<file path="src/rtl/duck_pkg.sv">
// Shared duck sprite engine types: state encoding, sheet frame indices, sheet geometry.
// Combinational only; no timing or flow-control behaviour of its own.
package duck_pkg;

   typedef enum logic [1:0] {
      IDLE = 2'd0,
      FLY  = 2'd1,
      SHOT = 2'd2,
      FALL = 2'd3
   } duck_state_t;

   localparam logic [2:0] FR_SHOT = 3'd3;
   localparam logic [2:0] FR_FALL = 3'd4;

   // Default sheet stride: 5 frames of 64 pixels laid side by side.
   localparam int unsigned SHEET_W = 64 * 5;

   function automatic int unsigned sheet_width(input int unsigned sprite_w, input int unsigned num_frames);
      return sprite_w * num_frames;
   endfunction

endpackage

</file>
<file path="src/rtl/duck_sprite_engine_frame_tick_sync.sv">
// Brings the vsync-rate frame_clk into the Clk domain and emits a one-Clk pulse per rising edge.
// Pulse appears 2 Clk after frame_clk is first sampled high; no backpressure.
module frame_tick_sync (
   input  logic i_clk,
   input  logic i_reset,
   input  logic i_frame_clk,
   output logic o_frame_tick
);

   logic [1:0] r_sync;
   logic       r_prev;

   always_ff @(posedge i_clk) begin
      if (i_reset) begin
         r_sync <= 2'b00;
         r_prev <= 1'b0;
      end else begin
         r_sync <= {r_sync[0], i_frame_clk};
         r_prev <= r_sync[1];
      end
   end

   assign o_frame_tick = r_sync[1] & ~r_prev;

endmodule

</file>
<file path="src/rtl/duck_sprite_engine.sv">
// Duck position/animation/hit-fall FSM advanced per frame tick, plus per-pixel sheet address and box flag.
// duck_addr is combinational from DrawX/DrawY; is_duck trails the box flag by PIPE_DLY Clk.
module duck_sprite_engine
   import duck_pkg::*;
#(
   parameter int unsigned SPRITE_W   = 64,
   parameter int unsigned SPRITE_H   = 64,
   parameter int unsigned NUM_FRAMES = 5,
   parameter int unsigned SCREEN_W   = 640,
   parameter int unsigned FLOOR_Y    = 400,
   parameter int unsigned START_X    = 288,
   parameter int unsigned START_Y    = 300,
   parameter int unsigned SPEED      = 2,
   parameter int unsigned ANIM_DIV   = 8,
   parameter int unsigned SHOT_HOLD  = 30,
   parameter int unsigned FALL_SPEED = 4,
   parameter int unsigned PIPE_DLY   = 2
) (
   input  logic        Clk,
   input  logic        Reset,
   input  logic        frame_clk,
   input  logic [9:0]  DrawX,
   input  logic [9:0]  DrawY,
   input  logic        start,
   input  logic        shot,
   output logic        is_duck,
   output logic [18:0] duck_addr,
   output logic [9:0]  duck_x,
   output logic [9:0]  duck_y,
   output logic [1:0]  duck_state,
   output logic        done
);

   localparam int unsigned       SHEET_STRIDE = sheet_width(SPRITE_W, NUM_FRAMES);
   localparam logic signed [10:0] X_MAX       = 11'(SCREEN_W - SPRITE_W);
   localparam logic signed [10:0] Y_MAX       = 11'(FLOOR_Y - SPRITE_H);
   localparam logic signed [10:0] SPD         = 11'(SPEED);
   localparam logic [9:0]        X0           = 10'(START_X);
   localparam logic [9:0]        Y0           = 10'(START_Y);
   localparam logic [9:0]        FLOOR        = 10'(FLOOR_Y);
   localparam logic [9:0]        FALL_D       = 10'(FALL_SPEED);
   localparam logic [7:0]        ANIM_LAST    = 8'(ANIM_DIV - 1);
   localparam logic [7:0]        HOLD_LAST    = 8'(SHOT_HOLD - 1);

   duck_state_t        r_state, w_state_nx;
   logic [9:0]         r_x, r_y, w_x_nx, w_y_nx;
   logic signed [10:0] r_vx, r_vy, w_vx_nx, w_vy_nx;
   logic [2:0]         r_frame, w_frame_nx;
   logic [7:0]         r_anim_cnt, w_anim_nx, r_hold_cnt, w_hold_nx;
   logic               r_done, w_done_nx;
   logic               w_tick;
   logic signed [10:0] w_nx, w_ny;
   logic [9:0]         w_fall_y;

   frame_tick_sync u_tick (
      .i_clk        (Clk),
      .i_reset      (Reset),
      .i_frame_clk  (frame_clk),
      .o_frame_tick (w_tick)
   );

   assign w_nx     = $signed({1'b0, r_x}) + r_vx;
   assign w_ny     = $signed({1'b0, r_y}) + r_vy;
   assign w_fall_y = r_y + FALL_D;

   always_comb begin
      w_state_nx = r_state;
      w_x_nx     = r_x;
      w_y_nx     = r_y;
      w_vx_nx    = r_vx;
      w_vy_nx    = r_vy;
      w_frame_nx = r_frame;
      w_anim_nx  = r_anim_cnt;
      w_hold_nx  = r_hold_cnt;
      w_done_nx  = 1'b0;
      case (r_state)
         IDLE: begin
            if (start) begin
               w_state_nx = FLY;
               w_x_nx     = X0;
               w_y_nx     = Y0;
               w_vx_nx    = SPD;
               w_vy_nx    = -SPD;
               w_frame_nx = 3'd0;
               w_anim_nx  = 8'd0;
               w_hold_nx  = 8'd0;
            end
         end
         FLY: begin
            // A hit freezes the duck even if it coincides with a frame tick.
            if (shot) begin
               w_state_nx = SHOT;
               w_frame_nx = FR_SHOT;
               w_hold_nx  = 8'd0;
            end else if (w_tick) begin
               if (w_nx < 0 || w_nx > X_MAX) w_vx_nx = -r_vx;
               else                          w_x_nx  = w_nx[9:0];
               if (w_ny < 0 || w_ny > Y_MAX) w_vy_nx = -r_vy;
               else                          w_y_nx  = w_ny[9:0];
               if (r_anim_cnt == ANIM_LAST) begin
                  w_anim_nx  = 8'd0;
                  w_frame_nx = (r_frame == 3'd2) ? 3'd0 : r_frame + 3'd1;
               end else begin
                  w_anim_nx  = r_anim_cnt + 8'd1;
               end
            end
         end
         SHOT: begin
            if (w_tick) begin
               if (r_hold_cnt == HOLD_LAST) begin
                  w_state_nx = FALL;
                  w_frame_nx = FR_FALL;
               end else begin
                  w_hold_nx  = r_hold_cnt + 8'd1;
               end
            end
         end
         FALL: begin
            if (w_tick) begin
               if (w_fall_y >= FLOOR) begin
                  w_y_nx     = FLOOR;
                  w_done_nx  = 1'b1;
                  w_state_nx = IDLE;
               end else begin
                  w_y_nx     = w_fall_y;
               end
            end
         end
         default: w_state_nx = IDLE;
      endcase
   end

   always_ff @(posedge Clk) begin
      if (Reset) begin
         r_state    <= IDLE;
         r_x        <= X0;
         r_y        <= Y0;
         r_vx       <= SPD;
         r_vy       <= -SPD;
         r_frame    <= 3'd0;
         r_anim_cnt <= 8'd0;
         r_hold_cnt <= 8'd0;
         r_done     <= 1'b0;
      end else begin
         r_state    <= w_state_nx;
         r_x        <= w_x_nx;
         r_y        <= w_y_nx;
         r_vx       <= w_vx_nx;
         r_vy       <= w_vy_nx;
         r_frame    <= w_frame_nx;
         r_anim_cnt <= w_anim_nx;
         r_hold_cnt <= w_hold_nx;
         r_done     <= w_done_nx;
      end
   end

   // 11-bit compares so x+SPRITE_W-1 near the right edge cannot wrap.
   logic [10:0] w_dx, w_dy;
   logic        w_in_x, w_in_y, w_box;

   assign w_dx   = {1'b0, DrawX} - {1'b0, r_x};
   assign w_dy   = {1'b0, DrawY} - {1'b0, r_y};
   assign w_in_x = ({1'b0, DrawX} >= {1'b0, r_x}) && ({1'b0, DrawX} <= {1'b0, r_x} + 11'(SPRITE_W - 1));
   assign w_in_y = ({1'b0, DrawY} >= {1'b0, r_y}) && ({1'b0, DrawY} <= {1'b0, r_y} + 11'(SPRITE_H - 1));
   assign w_box  = (r_state != IDLE) && w_in_x && w_in_y;

   assign duck_addr = w_box ? (19'(w_dy) * 19'(SHEET_STRIDE) + 19'(r_frame) * 19'(SPRITE_W) + 19'(w_dx))
                            : 19'd0;

   generate
      if (PIPE_DLY == 0) begin : g_no_pipe
         assign is_duck = w_box;
      end else begin : g_pipe
         logic [PIPE_DLY-1:0] r_pipe;
         always_ff @(posedge Clk) begin
            if (Reset) r_pipe <= '0;
            else       r_pipe <= PIPE_DLY'({r_pipe, w_box});
         end
         assign is_duck = r_pipe[PIPE_DLY-1];
      end
   endgenerate

   assign duck_x     = r_x;
   assign duck_y     = r_y;
   assign duck_state = r_state;
   assign done       = r_done;

endmodule
</file>
<file path="config.mk">
export PLATFORM = sky130hd
export DESIGN_NAME = duck_sprite_engine
export DESIGN_NICKNAME = d
export VERILOG_FILES = /design/src/rtl/duck_pkg.sv /design/src/rtl/duck_sprite_engine_frame_tick_sync.sv /design/src/rtl/duck_sprite_engine.sv
export SDC_FILE = /design/constraint.sdc
export NUM_CORES = 1
export LEC_CHECK = 0
export CELL_PAD_IN_SITES_DETAIL_PLACEMENT = 1
export CELL_PAD_IN_SITES_GLOBAL_PLACEMENT = 2
export CORE_MARGIN = 8
export CORE_UTILIZATION = 32
export CTS_BUF_LIST = sky130_fd_sc_hd__clkbuf_4
export CTS_CLUSTER_SIZE = 28
export DETAILED_ROUTE_END_ITERATION = 8
export PLACE_DENSITY = 0.88
export SLEW_MARGIN = 20
export SYNTH_ARGS = -nofsm -noshare
export SYNTH_HDL_FRONTEND = slang
export SYNTH_SLANG_ARGS = --single-unit
export TNS_END_PERCENT = 50
</file>
<file path="constraint.sdc">
create_clock -name Clk -period 6 [get_ports Clk]
set_input_delay 1.2 -clock Clk [delete_from_list [all_inputs] [get_ports Clk]]
set_output_delay 1.2 -clock Clk [all_outputs]
set_load 0.02 [all_outputs]
</file>
==> results of run 1 <==
[what timing repair did]
action                                  CTS  global route
buffers inserted                         21             6
endpoints found under the setup margin   11            19
pin swaps                                34            30
resized for setup                        87            38
[cell type report]
class	count	area, um2
Timing Repair Buffer	229	1900
Tap cell	275	344
Sequential cell	67	1340
Clock buffer	9	67.6
Antenna cell	2	5.00
Inverter	65	251
Multi-Input combinational cell	726	5510
Clock inverter	7	116
Fill cell	2586	11600
[per-layer routing]
layer  vias to the layer above  share of wire [%]
met3                        38                2.4
met5                         -                  0
met2                        94                 52
met1                      3590                 43
li1                       3630                  -
met4                         0                2.4
[layout by cell type (no fill, tap or decap), types with 5 or more instances in the layout]
cell	count
sky130_fd_sc_hd__nand2b_1	15
sky130_fd_sc_hd__or2_2	6
sky130_fd_sc_hd__ha_1	84
sky130_fd_sc_hd__xnor2_1	47
sky130_fd_sc_hd__buf_6	7
sky130_fd_sc_hd__nand4_1	14
sky130_fd_sc_hd__inv_1	58
sky130_fd_sc_hd__nand2_1	54
sky130_fd_sc_hd__and3_1	12
sky130_fd_sc_hd__nand3_1	25
sky130_fd_sc_hd__o31ai_1	9
sky130_fd_sc_hd__dfxtp_1	67
sky130_fd_sc_hd__o21ai_0	41
sky130_fd_sc_hd__nor2b_1	16
sky130_fd_sc_hd__a21oi_2	6
sky130_fd_sc_hd__and4_1	10
sky130_fd_sc_hd__and2_1	6
sky130_fd_sc_hd__o21a_1	7
sky130_fd_sc_hd__o211ai_1	10
sky130_fd_sc_hd__a221oi_1	6
sky130_fd_sc_hd__o2bb2ai_1	6
sky130_fd_sc_hd__buf_4	164
sky130_fd_sc_hd__nor2_1	96
sky130_fd_sc_hd__ha_4	8
sky130_fd_sc_hd__nor3_1	30
sky130_fd_sc_hd__a21o_1	11
sky130_fd_sc_hd__a21oi_1	42
sky130_fd_sc_hd__xor2_1	22
sky130_fd_sc_hd__a211oi_1	11
sky130_fd_sc_hd__clkdlybuf4s50_1	41
sky130_fd_sc_hd__or4_1	5
sky130_fd_sc_hd__dlymetal6s2s_1	9
sky130_fd_sc_hd__clkbuf_4	9
sky130_fd_sc_hd__or3_1	13
sky130_fd_sc_hd__a31oi_1	10
[flip-flops by register name, indices dropped and copies added (netlist names)]
register	flops
g_pipe.r_pipe	2
duck_y	10
r_vx	10
u_tick.r_prev	1
duck_state	2
r_hold_cnt	8
r_anim_cnt	8
u_tick.r_sync	2
done	1
r_frame	3
duck_x	10
r_vy	10
[through the flow]
step / util (%) / std cells / hold WS (ns) / power [mW] / TNS, ns
2_1_floorplan: - / 882 / 0.414 / 3.27 / -0.415
3_3_place_gp: 42.3 / 1335 / 0.421 / 4.67 / -9.74
3_5_place_dp: 42.3 / 1335 / 0.428 / 4.80 / -11.21
4_1_cts: 44.4 / 1372 / 0.465 / 5.46 / -2.56
5_1_grt: 45.2 / 1380 / 0.485 / 6.19 / -4.21
6_report: 45.2 / 1380 / 0.465 / 5.70 / -2.89
[critical path: stages]
cell,delay (ns)
sky130_fd_sc_hd__buf_6,0.10
sky130_fd_sc_hd__inv_4,0.05
sky130_fd_sc_hd__ha_4,0.12
sky130_fd_sc_hd__inv_2,0.04
sky130_fd_sc_hd__fa_2,0.39
sky130_fd_sc_hd__a21o_1,0.17
sky130_fd_sc_hd__a21oi_2,0.15
sky130_fd_sc_hd__nor2b_1,0.06
sky130_fd_sc_hd__o21a_1,0.19
sky130_fd_sc_hd__o21a_1,0.19
sky130_fd_sc_hd__o21ai_2,0.13
sky130_fd_sc_hd__nand2b_1,0.14
sky130_fd_sc_hd__xnor2_2,0.16
sky130_fd_sc_hd__fa_1,0.53
sky130_fd_sc_hd__inv_2,0.06
sky130_fd_sc_hd__ha_4,0.27
sky130_fd_sc_hd__a211oi_4,0.06
sky130_fd_sc_hd__o21ai_2,0.12
sky130_fd_sc_hd__a21o_1,0.15
sky130_fd_sc_hd__nand4_1,0.12
sky130_fd_sc_hd__or3_4,0.43
sky130_fd_sc_hd__o2bb2ai_4,0.15
sky130_fd_sc_hd__o31ai_1,0.23
sky130_fd_sc_hd__nor3b_4,0.22
sky130_fd_sc_hd__buf_6,0.14
[cell families (layout without fill, tap and decap cells)]
logic type | count (synthesis) | after routing | synth area share [%]
AND/OR/NAND/NOR | 328 | 328 | 24.1
other | 0 | 2 | 0
buffers and inverters | 89 | 310 | 5.09
flip-flops | 67 | 67 | 19.5
XOR/XNOR | 71 | 71 | 9.04
adder cells (fa/ha/maj) | 102 | 102 | 19.3
multiplexers | 6 | 6 | 0.964
AO/OA/AOI/OAI | 219 | 219 | 22.0
[path summary, 6_finish.rpt]
kind         slack [ns]                          end  cells after the start
max               -0.78                duck_addr[18]                     25
min                0.46  g_pipe.r_pipe[1]$_SDFF_PP0_                      1
max reg2reg        2.38  g_pipe.r_pipe[0]$_SDFF_PP0_                     17
min reg2reg        0.46  g_pipe.r_pipe[1]$_SDFF_PP0_                      1
[where the power goes]
part / switching, mW / internal [mW]
registers: 0.112 / 0.541
logic: 2.41 / 2.26
clock network: 0.176 / 0.210
total: 2.69 / 3.01
==> run_results.csv, run 1 <==
group,metric,value,unit
run_status,outcome,"finished with violations",
run_status,violations,"negative setup slack",
drt,drt-initial-drc-count,214,
clock_tree,clockBufferDepth,2,
global_routing,met1_usage,20.5,%
place,postPlaceCellArea,8910,um2
yosys,synth.area.top_cells,"sky130_fd_sc_hd__dfxtp_1 (20%), sky130_fd_sc_hd__ha_1 (17%), sky130_fd_sc_hd__xnor2_1 (6.2%), sky130_fd_sc_hd__nor2_1 (5.3%), sky130_fd_sc_hd__a21oi_1 (3.5%)",
global_routing,grt_overflow,0,
floorplanning,core_area,21100,um2
clock_tree,clock-sinks,67,
clock_tree,tritoncts.num_buffers,9,
yosys,postSynth.asyncResetShare,0,%
clock_tree,tritoncts,"built",
clock_tree,cts_max_level,3,
global_routing,grt_util_met3,2.15,%
worst_setup_path,cp-end-kind,"output port",
worst_setup_path,critPathLaunchType,"primary input",
floorplanning,floorplan.die.width,163,um
yosys,netlist_area,6880,um2
power,power_per_standard_cell_area,598,nW/um2
yosys,yosys_most_used_dff,"sky130_fd_sc_hd__dfxtp_1",
yosys,synth_edf_count,0,
floorplanning,placement_rows,53,
yosys,netlist_instances,882,
drt,routed-via-count,7352,
final_layout,net_count_of_the_finished_layout,1224,
sta,rsz0062_at_grt,"true",
global_routing,via_count_of_the_first_global_routing_pass,7883,
yosys,synth.most_common_cell,"sky130_fd_sc_hd__nor2_1",
floorplanning,die_area,26400,um2
worst_setup_path,worstPathRequired,4.80,ns
clock_tree,worst_setup_hold_path_clk_slew,0.12,ns
power,vdd.ir_drop.worst,309,uV
yosys,post_synthesis_sequential_element_count,67,
place,gp_congestion,0.879,
sta,timing_worst_slew_pin_value,1.10,ns
min_path,hold_path.startpoint,"g_pipe.r_pipe[0]$_SDFF_PP0_",
floorplanning,chipHeight,163,um
yosys,synthDistinctLibCells,76,
global_routing,grt.busiest_layer,"met2",
sta,period_share,113,%
place,dpl.hpwl,18600,um
yosys,synthDominantCellAreaShare,19.5,%
min_path,min_path_type,"register to register",
clock_tree,clkLatencyLatePin,0.42,ns
sta,report.final.hold_viol_count,0,
drt,detail_route.first_pass.iterations,4,
sta,timing.final.max_slew_violations,0,
sta,slew-limit-headroom,26.8,%
drt,postRouteAntennaNets,0,
global_routing,grt_antenna_before_repair,2,
floorplanning,ios,68,
drt,routed_wire_length_per_instance,17.7,um
yosys,yosys.area.top_type,"sky130_fd_sc_hd__dfxtp_1",
drt,drt-total-wl,24400,um
final_layout,post-route-cell-area,9530,um2
final_layout,flow.area_growth_from_synthesis,38.6,%
worst_setup_path,critPathLaunch,"DrawX[0]",
worst_setup_path,path_max_fanout,3,
worst_setup_path,criticalPathCategory,"primary input to output port",
power,leakage,4.24,nW
yosys,synth.yosys.seq_area_share,19.5,%
global_routing,grt_pass1_wl,39400,um
place,port_buffers,67,
final_layout,layout-drive-gt1-share,23.4,%
drt,drt_drc_violations_left,0,
sta,finClkSkew,0.0127,ns
clock_tree,postCtsHoldBufs,0,
sta,maxClockFrequency,147,MHz
place,place_worst_setup_slack,-1.62,ns
yosys,synth.cells.most_frequent,"sky130_fd_sc_hd__nor2_1 (98), sky130_fd_sc_hd__ha_1 (94), sky130_fd_sc_hd__dfxtp_1 (67)",
clock_tree,cts.root.buffer_cell,"sky130_fd_sc_hd__clkbuf_4",
sta,final_setup_violating_endpoints,8,
sta,layout_setup_ws,-0.784,ns
global_routing,track_usage,18.0,%
drt,avgViaCountPerCell,5.33,
worst_setup_path,cp_data_arrival_time,5.58,ns
run,max_cap_viol_count,0,
yosys,syn_area_per_cell,7.80,um2
global_routing,maximum_number_of_pins_on_one_net_before_global_route_repair,28,
yosys,syn_nets,1008,
worst_setup_path,r2r_start,"duck_y[0]$_SDFFE_PP0P_",
global_routing,gr-usage-met2,34.1,%
yosys,synthesis_warning_total,0,
floorplanning,initial_core_util,32.6,%
sta,final.min_clock_period,6.78,ns
(Power assumes the default switching activity.)
==> inputs of run 2 (changes only) <==
--- a/config.mk
+++ b/config.mk
@@ -8,11 +8,11 @@
 export CELL_PAD_IN_SITES_DETAIL_PLACEMENT = 1
 export CELL_PAD_IN_SITES_GLOBAL_PLACEMENT = 2
 export CORE_MARGIN = 8
-export CORE_UTILIZATION = 32
+export CORE_UTILIZATION = 38
 export CTS_BUF_LIST = sky130_fd_sc_hd__clkbuf_4
 export CTS_CLUSTER_SIZE = 28
 export DETAILED_ROUTE_END_ITERATION = 8
-export PLACE_DENSITY = 0.88
+export PLACE_DENSITY = 0.95
 export SLEW_MARGIN = 20
 export SYNTH_ARGS = -nofsm -noshare
 export SYNTH_HDL_FRONTEND = slang
==> constraint.sdc (replaced) <==
create_clock -name Clk -period 8.7 [get_ports Clk]
set_input_delay 1.74 -clock Clk [delete_from_list [all_inputs] [get_ports Clk]]
set_output_delay 1.74 -clock Clk [all_outputs]
set_load 0.02 [all_outputs]
==> run_results.csv, run 2 (synthesis results as in run 1) <==
group,metric,value,unit
run_status,outcome,"completed",
worst_setup_path,depth_of_the_worst_register_to_register_path,14,
clock_tree,cts_max_level,3,
global_routing,maximum_number_of_pins_on_one_net_before_global_route_repair,30,
worst_setup_path,r2r_start,"duck_y[2]$_SDFFE_PP1P_",
place,gp_congestion,0.845,
place,port_buffers,67,
sta,rsz0062_at_grt,"false",
drt,routed_wire_length_per_instance,16.6,um
sta,hold_slack,0.464,ns
worst_setup_path,rr_endpoint,"g_pipe.r_pipe[0]$_SDFF_PP0_",
worst_setup_path,worstPathRequired,6.96,ns
floorplanning,ios,68,
place,postPlaceCellArea,7840,um2
worst_setup_path,path_max_fanout,2,
final_layout,postLayoutCoreUtil,44.9,%
final_layout,layout.cells.most_common,"sky130_fd_sc_hd__nor2_1",
final_layout,nFillCells,2175,
run,max_cap_viol_count,0,
power,seqPwrFrac,15.5,%
sta,timing.final.max_slew_violations,0,
clock_tree,clkLatencyLatePin,0.43,ns
floorplanning,floorplan.die.width,151,um
clock_tree,worst_setup_hold_path_clk_slew,0.11,ns
worst_setup_path,cp_data_arrival_time,6.62,ns
worst_setup_path,cp-end-kind,"output port",
global_routing,via_count_of_the_first_global_routing_pass,6659,
power,switchingPower,1.54,mW
sta,final_setup_tns,0,ns
power,clock_power_share,7.8,%
drt,detail_route.first_pass.iterations,6,
global_routing,track_usage,17.7,%
clock_tree,tritoncts,"built",
drt,drt-total-wl,19700,um
min_path,worstHoldPathCells,1,
clock_tree,postCtsHoldBufs,0,
power,finalPower,3.03,mW
floorplanning,die_area,22700,um2
sta,timing_worst_slew_pin_value,1.11,ns
floorplanning,placement_rows,49,
power,power_per_standard_cell_area,378,nW/um2
drt,postRouteAntennaNets,0,
floorplanning,core_area,17800,um2
clock_tree,cts_setup_buffers,0,
sta,final.min_clock_period,8.36,ns
clock_tree,tritoncts.num_buffers,9,
worst_setup_path,ff2ff_setup_slack,5.06,ns
drt,avgViaCountPerCell,5.60,
global_routing,grt_pass1_wl,32900,um
power,switching_share,50.8,%
final_layout,layout_common_cells,"sky130_fd_sc_hd__nor2_1 (98), sky130_fd_sc_hd__ha_1 (94), sky130_fd_sc_hd__dfxtp_1 (67)",
global_routing,grt_antenna_before_repair,1,
sta,finClkSkew,0.0139,ns
final_layout,flow.area_growth_from_synthesis,16.5,%
final_layout,layout-drive-gt1-share,5.23,%
power,vdd.ir_drop.worst,288,uV
sta,final_setup_violating_endpoints,0,
min_path,hold_path.startpoint,"g_pipe.r_pipe[0]$_SDFF_PP0_",
min_path,min_path_type,"register to register",
drt,drt-initial-drc-count,142,
floorplanning,initial_core_util,38.6,%
sta,maxClockFrequency,120,MHz
clock_tree,clock-sinks,67,
worst_setup_path,criticalPathCategory,"primary input to output port",
sta,period_share,96.1,%
place,dpl.hpwl,16100,um
global_routing,grt_overflow,0,
place,dp.cells,1169,
power,leakage,3.30,nW
power,power.combinational.fraction,76.7,%
place,place_worst_setup_slack,-0.0503,ns
final_layout,final-instance-count-excl-fill,1186,
sta,layout_setup_ws,0.337,ns
drt,routed-via-count,6642,
power,internal_power,1.49,mW
clock_tree,clockBufferDepth,2,
drt,drt_drc_violations_left,0,
sta,slew-limit-headroom,25.0,%
floorplanning,chipHeight,151,um
worst_setup_path,critPathLaunchType,"primary input",
min_path,min_delay_worst_endpoint,"g_pipe.r_pipe[1]$_SDFF_PP0_",
sta,report.final.hold_viol_count,0,
clock_tree,cts.root.buffer_cell,"sky130_fd_sc_hd__clkbuf_4",
final_layout,post-route-cell-area,8010,um2
final_layout,net_count_of_the_finished_layout,1077,
run 2: changes by cell type in the layout (fill, tap and decap cells not counted), moves of 7 or more:
cell,before,now
sky130_fd_sc_hd__clkdlybuf4s50_1,41,64
sky130_fd_sc_hd__buf_4,164,15
sky130_fd_sc_hd__ha_4,8,0
sky130_fd_sc_hd__buf_6,7,0
sky130_fd_sc_hd__dlymetal6s2s_1,9,2
sky130_fd_sc_hd__ha_1,84,94
run 2: layout make-up:
type	instances	area (um2)	share of cell area [%]
repair buffers	82	783	9.78
well taps	229	287	3.58
flip-flops and latches	67	1340	16.7
diodes	1	2.50	0.0312
multi-input cells	726	5200	64.9
clock inverters	6	80.1	0.999
clock buffers	10	75.1	0.937
inverters	65	244	3.04
run 2: worst max-delay path, cell delays in order:
cell,delay [ns]
sky130_fd_sc_hd__clkdlybuf4s50_1,0.40
sky130_fd_sc_hd__inv_1,0.07
sky130_fd_sc_hd__ha_1,0.17
sky130_fd_sc_hd__inv_1,0.06
sky130_fd_sc_hd__fa_1,0.38
sky130_fd_sc_hd__a21o_1,0.17
sky130_fd_sc_hd__a21oi_1,0.19
sky130_fd_sc_hd__nor2b_1,0.07
sky130_fd_sc_hd__o21a_1,0.18
sky130_fd_sc_hd__o21a_1,0.16
sky130_fd_sc_hd__o21ai_0,0.14
sky130_fd_sc_hd__nand2b_1,0.11
sky130_fd_sc_hd__xnor2_1,0.15
sky130_fd_sc_hd__fa_1,0.53
sky130_fd_sc_hd__inv_1,0.05
sky130_fd_sc_hd__ha_1,0.31
sky130_fd_sc_hd__a211oi_1,0.30
sky130_fd_sc_hd__o21ai_1,0.12
sky130_fd_sc_hd__a21o_1,0.20
sky130_fd_sc_hd__nand4_1,0.13
sky130_fd_sc_hd__or3_1,0.15
sky130_fd_sc_hd__buf_4,0.12
sky130_fd_sc_hd__nand2_1,0.04
sky130_fd_sc_hd__nor2_1,0.08
sky130_fd_sc_hd__clkdlybuf4s50_1,0.62
run 2: layer usage:
layer | wire, um | global-route usage, % | vias up
li1 | - | - | 3345
met1 | 8950 | 21.8 | 3207
met2 | 9940 | 31.7 | 78
met3 | 583 | 2.04 | 12
met4 | 246 | 4.65 | 0
met5 | 0 | 0 | -
run 2: worst max-delay path by stage:
stage	start	slack [ns]	cells after the start	endpoint
6_report	DrawX[0]	0.34	25	duck_addr[16]
5_1_grt	DrawX[0]	0.002	24	duck_addr[13]
4_1_cts	DrawX[0]	0.11	25	duck_addr[17]
3_5_place_dp	DrawX[0]	-0.05	26	duck_addr[18]
3_3_place_gp	DrawX[0]	0.04	25	duck_addr[18]
2_1_floorplan	DrawX[0]	0.83	23	duck_addr[18]
run 2: power by group through the flow:
stage | Clock [mW] | Sequential [mW] | Combinational [mW]
6_report | 0.237 | 0.468 | 2.32
3_5_place_dp | 0 | 0.475 | 2.31
2_1_floorplan | 0 | 0.462 | 1.73
5_1_grt | 0.256 | 0.482 | 2.61
4_1_cts | 0.243 | 0.467 | 2.33
3_3_place_gp | 0 | 0.473 | 2.25
run 2: timing repair:
| action | CTS | global route |
|---|---|---|
| endpoints found under the setup margin | 1 | 4 |
| cloned | 0 | 0 |
| endpoints found under the hold margin | 0 | 0 |
| gates resized for setup | 1 | 9 |
==> inputs of run 3 (changes only) <==
--- a/config.mk
+++ b/config.mk
@@ -8,10 +8,11 @@
 export CELL_PAD_IN_SITES_DETAIL_PLACEMENT = 1
 export CELL_PAD_IN_SITES_GLOBAL_PLACEMENT = 2
 export CORE_MARGIN = 8
-export CORE_UTILIZATION = 38
+export CORE_UTILIZATION = 43
 export CTS_BUF_LIST = sky130_fd_sc_hd__clkbuf_4
 export CTS_CLUSTER_SIZE = 28
 export DETAILED_ROUTE_END_ITERATION = 8
+export DONT_BUFFER_PORTS = 1
 export PLACE_DENSITY = 0.95
 export SLEW_MARGIN = 20
 export SYNTH_ARGS = -nofsm -noshare
==> run_results.csv, run 3 (synthesis results as in run 1) <==
group,metric,value,unit
floorplanning,chipHeight,142,um
place,port_buffers,0,
clock_tree,worst_setup_hold_path_clk_slew,0.11,ns
drt,routed-via-count,6337,
final_layout,net_count_of_the_finished_layout,998,
global_routing,grt_overflow,0,
sta,maxClockFrequency,124,MHz
final_layout,multi_input_comb_area,5190,um2
clock_tree,cts_setup_buffers,0,
drt,detail_route.first_pass.iterations,4,
global_routing,track_usage,19.0,%
worst_setup_path,r2r_start,"duck_y[2]$_SDFFE_PP1P_",
worst_setup_path,criticalPathCategory,"primary input to output port",
drt,drt-initial-drc-count,192,
global_routing,maximum_number_of_pins_on_one_net_before_global_route_repair,30,
floorplanning,floorplan.die.width,142,um
floorplanning,core_area,15800,um2
worst_setup_path,depth_of_the_worst_register_to_register_path,14,
worst_setup_path,path_max_fanout,3,
final_layout,flow.area_growth_from_synthesis,4.88,%
worst_setup_path,ff2ff_setup_slack,4.96,ns
worst_setup_path,cp-end-kind,"output port",
min_path,hold_path.startpoint,"u_tick.r_sync[0]$_SDFF_PP0_",
floorplanning,die_area,20300,um2
worst_setup_path,critical_path.endpoint,"duck_addr[18]",
clock_tree,clockBufferDepth,2,
floorplanning,initial_core_util,43.6,%
sta,final_setup_violating_endpoints,0,
place,dpl.hpwl,15400,um
sta,rsz0062_at_grt,"false",
sta,timing_worst_slew_pin_value,1.08,ns
clock_tree,post_cts_resize_count,0,
power,power_per_standard_cell_area,396,nW/um2
worst_setup_path,critPathLaunchType,"primary input",
sta,layout_setup_ws,0.650,ns
global_routing,via_count_of_the_first_global_routing_pass,6459,
sta,report.final.hold_viol_count,0,
run,max_cap_viol_count,0,
drt,drt-total-wl,18800,um
power,vdd.ir_drop.worst,151,uV
clock_tree,clock-sinks,67,
min_path,min_path_type,"register to register",
final_layout,layout-drive-gt1-share,4.22,%
sta,period_share,92.5,%
clock_tree,clkLatencyLatePin,0.45,ns
clock_tree,postCtsHoldBufs,0,
place,gp_congestion,0.853,
floorplanning,placement_rows,46,
sta,finClkSkew,0.0170,ns
final_layout,layout_common_cells,"sky130_fd_sc_hd__nor2_1 (98), sky130_fd_sc_hd__ha_1 (94), sky130_fd_sc_hd__dfxtp_1 (67)",
sta,final.min_clock_period,8.05,ns
clock_tree,cts_max_level,3,
sta,timing.final.max_slew_violations,0,
worst_setup_path,critPathLaunch,"DrawY[0]",
final_layout,layout.cells.most_common,"sky130_fd_sc_hd__nor2_1",
drt,drt_drc_violations_left,0,
floorplanning,ios,68,
global_routing,grt_pass1_wl,31700,um
worst_setup_path,rr_endpoint,"g_pipe.r_pipe[0]$_SDFF_PP0_",
sta,final_setup_tns,0,ns
final_layout,seqCellArea,1340,um2
sta,slew-limit-headroom,27.9,%
power,leakage,2.94,nW
drt,avgViaCountPerCell,5.79,
clock_tree,cts.root.buffer_cell,"sky130_fd_sc_hd__clkbuf_4",
place,place_worst_setup_slack,0.621,ns
clock_tree,tritoncts.num_buffers,9,
drt,routed_wire_length_per_instance,17.2,um
global_routing,grt_antenna_before_repair,2,
clock_tree,tritoncts,"built",
worst_setup_path,cp_data_arrival_time,6.31,ns
run_status,outcome,"completed",
worst_setup_path,worstPathRequired,6.96,ns
drt,postRouteAntennaNets,0,
final_layout,nFillCells,2023,
## run 3: cell count changes in the layout (fill, tap and decap cells not counted), sizes merged
cell / before / now
clkinvlp: 1 / 2
clkdlybuf4s50: 64 / 0
clkinv: 5 / 6
clkbuf: 11 / 9
buf: 15 / 3
bufinv: 2 / 1
dlymetal6s2s: 2 / 0
diode: 1 / 2
## run 3: cell type report
type / instances / area share [%]
clock buffer: 9 / 0.937
antenna: 2 / 0.0694
sequential: 67 / 18.6
inverter: 65 / 3.38
timing repair buffer: 3 / 0.312
multi-input combinational: 726 / 72.0
clock inverter: 7 / 0.954
tap: 216 / 3.75
## run 3: worst max-delay path, cell delays in order
cell and delay (ns):
sky130_fd_sc_hd__inv_1 0.07, sky130_fd_sc_hd__ha_1 0.16, sky130_fd_sc_hd__inv_1 0.06, sky130_fd_sc_hd__fa_1 0.40, sky130_fd_sc_hd__a21oi_1 0.23, sky130_fd_sc_hd__inv_1 0.06
sky130_fd_sc_hd__a21oi_1 0.18, sky130_fd_sc_hd__xnor2_1 0.22, sky130_fd_sc_hd__ha_1 0.33, sky130_fd_sc_hd__fa_1 0.56, sky130_fd_sc_hd__ha_1 0.23, sky130_fd_sc_hd__ha_1 0.31
sky130_fd_sc_hd__o21ai_0 0.11, sky130_fd_sc_hd__o21ai_0 0.17, sky130_fd_sc_hd__a21o_1 0.19, sky130_fd_sc_hd__nand4_1 0.12, sky130_fd_sc_hd__or3_1 0.38, sky130_fd_sc_hd__o2bb2ai_1 0.16
sky130_fd_sc_hd__o31ai_1 0.22, sky130_fd_sc_hd__nor3b_1 0.22, sky130_fd_sc_hd__buf_4 0.18
## run 3: per-layer routing
metal	share of wire (%)	track usage, %	wire (um)
met4	2.6	8.22	496
met2	49	33.4	9210
met3	3.0	2.48	563
met1	45	22.7	8530
met5	0	0	0
## run 3: power by group
| part | internal [mW] | total [mW] | switching [mW] |
|---|---|---|---|
| Sequential | 0.373 | 0.494 | 0.121 |
| Combinational | 0.895 | 2.15 | 1.26 |
| Clock | 0.0863 | 0.209 | 0.123 |
| Total | 1.35 | 2.85 | 1.50 |
## run 3: stage by stage
| stage | total power [mW] | instance area (um2) | util [%] | hold WS, ns | cells |
|---|---|---|---|---|---|
| after floorplan | 2.19 | 6880 | - | 0.414 | 882 |
| after global placement | 2.60 | 7060 | 44.8 | 0.416 | 1077 |
| after detailed placement | 2.65 | 7060 | 44.8 | 0.427 | 1077 |
| after CTS | 2.87 | 7200 | 45.7 | 0.451 | 1093 |
| after global routing | 3.18 | 7210 | 45.7 | 0.472 | 1095 |
| final | 2.85 | 7210 | 45.7 | 0.449 | 1095 |
## run 3: worst min path at each step
stage / end / slack, ns / cells past startpoint
floorplan: g_pipe.r_pipe[1]$_SDFF_PP0_ / 0.41 / 1
global placement: u_tick.r_sync[1]$_SDFF_PP0_ / 0.42 / 1
detailed placement: u_tick.r_sync[1]$_SDFF_PP0_ / 0.43 / 1
CTS: u_tick.r_sync[1]$_SDFF_PP0_ / 0.45 / 1
global route: u_tick.r_sync[1]$_SDFF_PP0_ / 0.47 / 1
finish: u_tick.r_sync[1]$_SDFF_PP0_ / 0.45 / 1
